$ cat src/rtl/neuron_mac.sv
// ---------------------------------------------------------------------------
// neuron_mac
// Streaming Q16.16 dot-product neuron: accumulates LEN products a*b on top of
// a bias, then presents the pre-activation sum with its ReLU and ReLU
// derivative until the consumer takes it.
//
// Ports
//   clk        : clock, all state on the rising edge
//   rst        : synchronous active-high reset
//   in_valid   : operand beat present on a/b (and bias on the first beat)
//   in_ready   : block accepts a beat this cycle
//   a, b       : signed Q16.16 activation / weight
//   bias       : signed Q16.16 bias, sampled on the first beat of a vector
//   out_valid  : result held on sum/act/d
//   out_ready  : consumer takes the result
//   sum        : signed Q16.16 pre-activation (wrapping accumulation)
//   act        : ReLU(sum)
//   d          : 1 iff sum > 0
// ---------------------------------------------------------------------------
module neuron_mac #(
    parameter int LEN = 4
) (
    input  logic        clk,
    input  logic        rst,
    input  logic        in_valid,
    output logic        in_ready,
    input  logic [31:0] a,
    input  logic [31:0] b,
    input  logic [31:0] bias,
    output logic        out_valid,
    input  logic        out_ready,
    output logic [31:0] sum,
    output logic [31:0] act,
    output logic        d
);

    localparam int DATA_W = 32;
    localparam int CNT_W  = $clog2(LEN + 1);
    localparam logic [CNT_W-1:0] LAST_CNT = CNT_W'(LEN - 1);

    typedef enum logic [1:0] {
        S_IDLE,
        S_ACC,
        S_DRAIN,
        S_DONE
    } state_t;

    state_t                     state_q, state_d;
    logic [CNT_W-1:0]           cnt_q, cnt_d;
    logic signed [DATA_W-1:0]   prod_p1_q;
    logic                       vld_p1_q;
    logic signed [DATA_W-1:0]   acc_q;
    logic                       fire;
    logic                       first_beat;
    logic                       last_beat;

    // Q16.16 x Q16.16 -> Q16.16 by keeping bits [47:16] of the full product.
    // Dropping the low bits of a two's-complement value floors toward -inf.
    function automatic logic signed [DATA_W-1:0] mul_q16_floor(
        input logic signed [DATA_W-1:0] x,
        input logic signed [DATA_W-1:0] y
    );
        logic signed [2*DATA_W-1:0] full;
        full = $signed({{DATA_W{x[DATA_W-1]}}, x}) * $signed({{DATA_W{y[DATA_W-1]}}, y});
        return full[DATA_W+15:16];
    endfunction

    // Handshake outputs are forced low during reset regardless of state.
    always_comb begin
        in_ready   = !rst && ((state_q == S_IDLE) || (state_q == S_ACC));
        out_valid  = !rst && (state_q == S_DONE);
        fire       = in_valid && in_ready;
        first_beat = fire && (state_q == S_IDLE);
        // cnt_q is 0 in IDLE, so LEN==1 makes the first beat also the last.
        last_beat  = fire && (cnt_q == LAST_CNT);
    end

    always_comb begin
        state_d = state_q;
        cnt_d   = cnt_q;
        case (state_q)
            S_IDLE, S_ACC: begin
                if (fire) begin
                    cnt_d   = cnt_q + CNT_W'(1);
                    state_d = last_beat ? S_DRAIN : S_ACC;
                end
            end
            // The last product is still in the p1 register; one edge folds it in.
            S_DRAIN: state_d = S_DONE;
            S_DONE: begin
                if (out_ready) begin
                    state_d = S_IDLE;
                    cnt_d   = '0;
                end
            end
            default: state_d = S_IDLE;
        endcase
    end

    always_ff @(posedge clk) begin
        if (rst) begin
            state_q   <= S_IDLE;
            cnt_q     <= '0;
            vld_p1_q  <= 1'b0;
            prod_p1_q <= '0;
            acc_q     <= '0;
        end else begin
            state_q  <= state_d;
            cnt_q    <= cnt_d;
            // p1: product of the beat transferred on this edge
            vld_p1_q <= fire;
            if (fire) begin
                prod_p1_q <= mul_q16_floor($signed(a), $signed(b));
            end
            // p2: accumulator; a first beat can never coincide with a pending
            // product because DRAIN/DONE separate consecutive vectors.
            if (first_beat) begin
                acc_q <= $signed(bias);
            end else if (vld_p1_q) begin
                acc_q <= acc_q + prod_p1_q;
            end
        end
    end

    always_comb begin
        sum = acc_q;
        d   = (acc_q > 32'sd0);
        act = d ? acc_q : '0;
    end

endmodule

$ cat config.mk
export PLATFORM = sky130hd
export DESIGN_NAME = neuron_mac
export DESIGN_NICKNAME = d
export VERILOG_FILES = /design/src/rtl/neuron_mac.sv
export SDC_FILE = /design/constraint.sdc
export NUM_CORES = 2
export LEC_CHECK = 0
export BUFFER_PORTS_ARGS = -buffer_cell sky130_fd_sc_hd__buf_2
export CORE_MARGIN = 4
export CORE_UTILIZATION = 45
export CTS_CLUSTER_SIZE = 25
export DETAILED_ROUTE_END_ITERATION = 12
export PLACE_DENSITY = 0.69
export SLEW_MARGIN = 20
export SYNTH_ARGS = -nofsm -noshare
export SYNTH_HDL_FRONTEND = slang
export SYNTH_SLANG_ARGS = --single-unit
$ cat constraint.sdc
create_clock -name clk -period 8.32 [get_ports clk]
set_clock_uncertainty 0.15 [all_clocks]
set_input_delay 0.832 -clock clk [delete_from_list [all_inputs] [get_ports clk]]
set_output_delay 0.832 -clock clk [all_outputs]
set_load 0.05 [all_outputs]
==> impl_metrics.py <==
metrics = {
    "critical_path": {
        "start_kind": "input port",
        "cp_data_required_time_ps": 8390,
        "crit_fanout": 27,
        "end_kind": "register",
        "arrival_ps": 7970,
        "r2r_setup_slack_ps": 4790,
        "crit_type": "in2reg",
    },
    "synth": {
        "synth_ff_type": "dfxtp_1",
        "ys_seq_area_share_pct": 4.25,
        "yosysWarnings": 0,
        "netlist_area_um2": 33000,
        "synth_nets": 4779,
        "syn_area_per_cell_um2": 9.05,
        "synth_edf_count": 0,
        "synth_cell_types": 71,
        "async_reset_ff_share_pct": 0,
        "syn_inst": 3644,
        "synth.ff_latch_count": 70,
    },
    "timing": {
        "fin_ws_ps": 423,
        "period_share_pct": 94.9,
        "max_freq_mhz": 127,
        "rsz0062_at_grt": "false",
        "setup_viol": 0,
        "layout_min_cycle_time_ps": 7900,
        "slew_viol_final": 0,
        "max_slew_margin_pct": 41.2,
        "worst_pin_slew_ps": 874,
        "hold_viol_final": 0,
        "tns_ps": 0,
    },
    "global_route": {
        "grt_first_pass_wirelength_um": 140000,
        "grt_max_degree": 64,
        "track_usage_pct": 22.6,
        "grt_pass1_vias": 26453,
        "grt_antenna_before_repair": 7,
        "overflow": 0,
    },
    "final_layout": {
        "drive_above_1_share_pct": 8.32,
        "nets": 4859,
        "mostFrequentLayoutCells": "fa_1 (839), inv_1 (795), nand2_1 (494)",
        "mostFrequentLayoutCell": "fa_1",
        "fill_cells": 6930,
        "syn2layout_area_growth_pct": 7.40,
    },
    "route": {
        "viasPerCell": 5.22,
        "dr_total_vias": 24498,
        "dr.pass1.iters": 5,
        "avgRoutedWirePerCell_um": 18.2,
        "drc_errors": 0,
        "drt-initial-drc-count": 1318,
        "wl_um": 85300,
        "postRouteAntennaNets": 0,
    },
    "job": {
        "cap_violations": 0,
    },
    "clock_network": {
        "cts_resized": 0,
        "cts_setup_buffers": 0,
        "cts_tree": "yes",
        "ctsHoldBuffers": 0,
        "root_buffer": "clkbuf_16",
        "clk_pin_slew_worst_paths_ps": 50,
        "htree_levels": 3,
        "insertion_delay_ps": 330,
        "clockBufferDepth": 2,
        "cts-buffers-inserted": 9,
        "cts.sinks": 70,
    },
    "floorplanning": {
        "rows": 99,
        "die_h_um": 279,
        "ioPinCount": 167,
        "start_util_pct": 45.3,
        "die_width_um": 279,
        "coreArea_um2": 72800,
        "die_area_um2": 77700,
    },
    "outcome": {
        "status": "finished, final reports clean",
    },
    "placement": {
        "portBuffers": 165,
        "hpwl_um": 73200,
        "pre_cts_slack_ps": 137,
        "gp_congestion": 0.886,
    },
    "min_path": {
        "hp-class": "reg2reg",
    },
}
[final cells by class]
class	count	area (um2)	area share, %
multi-input combinational	2579	27800	78.6
inverter	797	2990	8.44
timing repair buffer	267	1700	4.78
sequential	70	1400	3.95
tap	959	1200	3.39
clock buffer	12	267	0.752
clock inverter	3	18.8	0.0530
antenna	5	12.5	0.0353
[critical path, stage by stage]
cell,delay (ps)
buf_2,590
buf_4,280
nand2_1,90
fa_1,520
fa_1,540
inv_1,50
fa_1,530
inv_1,50
fa_1,520
inv_1,60
fa_1,560
fa_1,430
fa_1,520
fa_1,420
ha_1,360
o21ai_0,140
nand2b_1,130
and3b_1,180
o2111ai_2,180
a21oi_2,390
o211ai_1,180
a21o_1,200
a31o_1,190
[cells in the mapped netlist, types with 18 or more instances]
master      n  share of area [%]
nor2_1     77               0.88
and2_1    458                8.7
ha_1      196                7.4
nor3_1     21               0.32
fa_1      839                 51
a211oi_1   27               0.61
dfxtp_1    70                4.2
nand2_1   495                5.6
a21o_1     27               0.61
xnor2_1    62                1.6
xor2_1     26               0.69
o21ai_0    48               0.73
mux2i_1    18               0.55
a21oi_1    71                1.1
clkbuf_1  191                2.2
inv_1     795                9.0
nand3_1    40               0.61
[state kept, by name, indices dropped and copies added (netlist names)]
name       cells
vld_p1_q       1
prod_p1_q     32
sum           32
state_q        2
cnt_q          3
[worst paths after layout]
path / startpoint / end / cells past startpoint
worst max register to register: sum[0] / sum[30] / 12
worst min-delay path: prod_p1_q[21] / prod_p1_q[21] / 2
worst min register to register: prod_p1_q[21] / prod_p1_q[21] / 2
worst max-delay path: b[8] / prod_p1_q[30] / 23
[routing by layer]
metal  track usage [%]  share of wire [%]
met5                 0              0.032
met3              2.42                5.4
met1              28.7                 38
met4              9.20                4.7
met2              39.8                 52
[cell families (layout without fill, tap and decap cells)]
kind of cell / Yosys count / after routing / share of synthesized area [%]
flops: 70 / 70 / 4.25
fa+ha+maj: 1035 / 1035 / 58.3
simple gates: 1168 / 1168 / 17.7
compound gates: 267 / 267 / 5.41
mux: 20 / 20 / 0.614
other cells: 1 / 6 / 0.0114
buf+inv: 995 / 1079 / 11.4
xor+xnor: 88 / 88 / 2.34
[per-stage QoR]
step | util [%] | std cells | hold WS, ps | instance area (um2)
2_1_floorplan | - | 3644 | 293 | 33000
4_1_cts | 48.6 | 4686 | 329 | 35400
6_report | 48.6 | 4692 | 323 | 35400
3_3_place_gp | 48.2 | 4671 | 317 | 35100
3_5_place_dp | 48.2 | 4671 | 321 | 35100
5_1_grt | 48.6 | 4691 | 349 | 35400
Power is left out: the tool's default activity adds up to more than one toggle a clock period on the data nets, which glitch-free logic cannot reach.
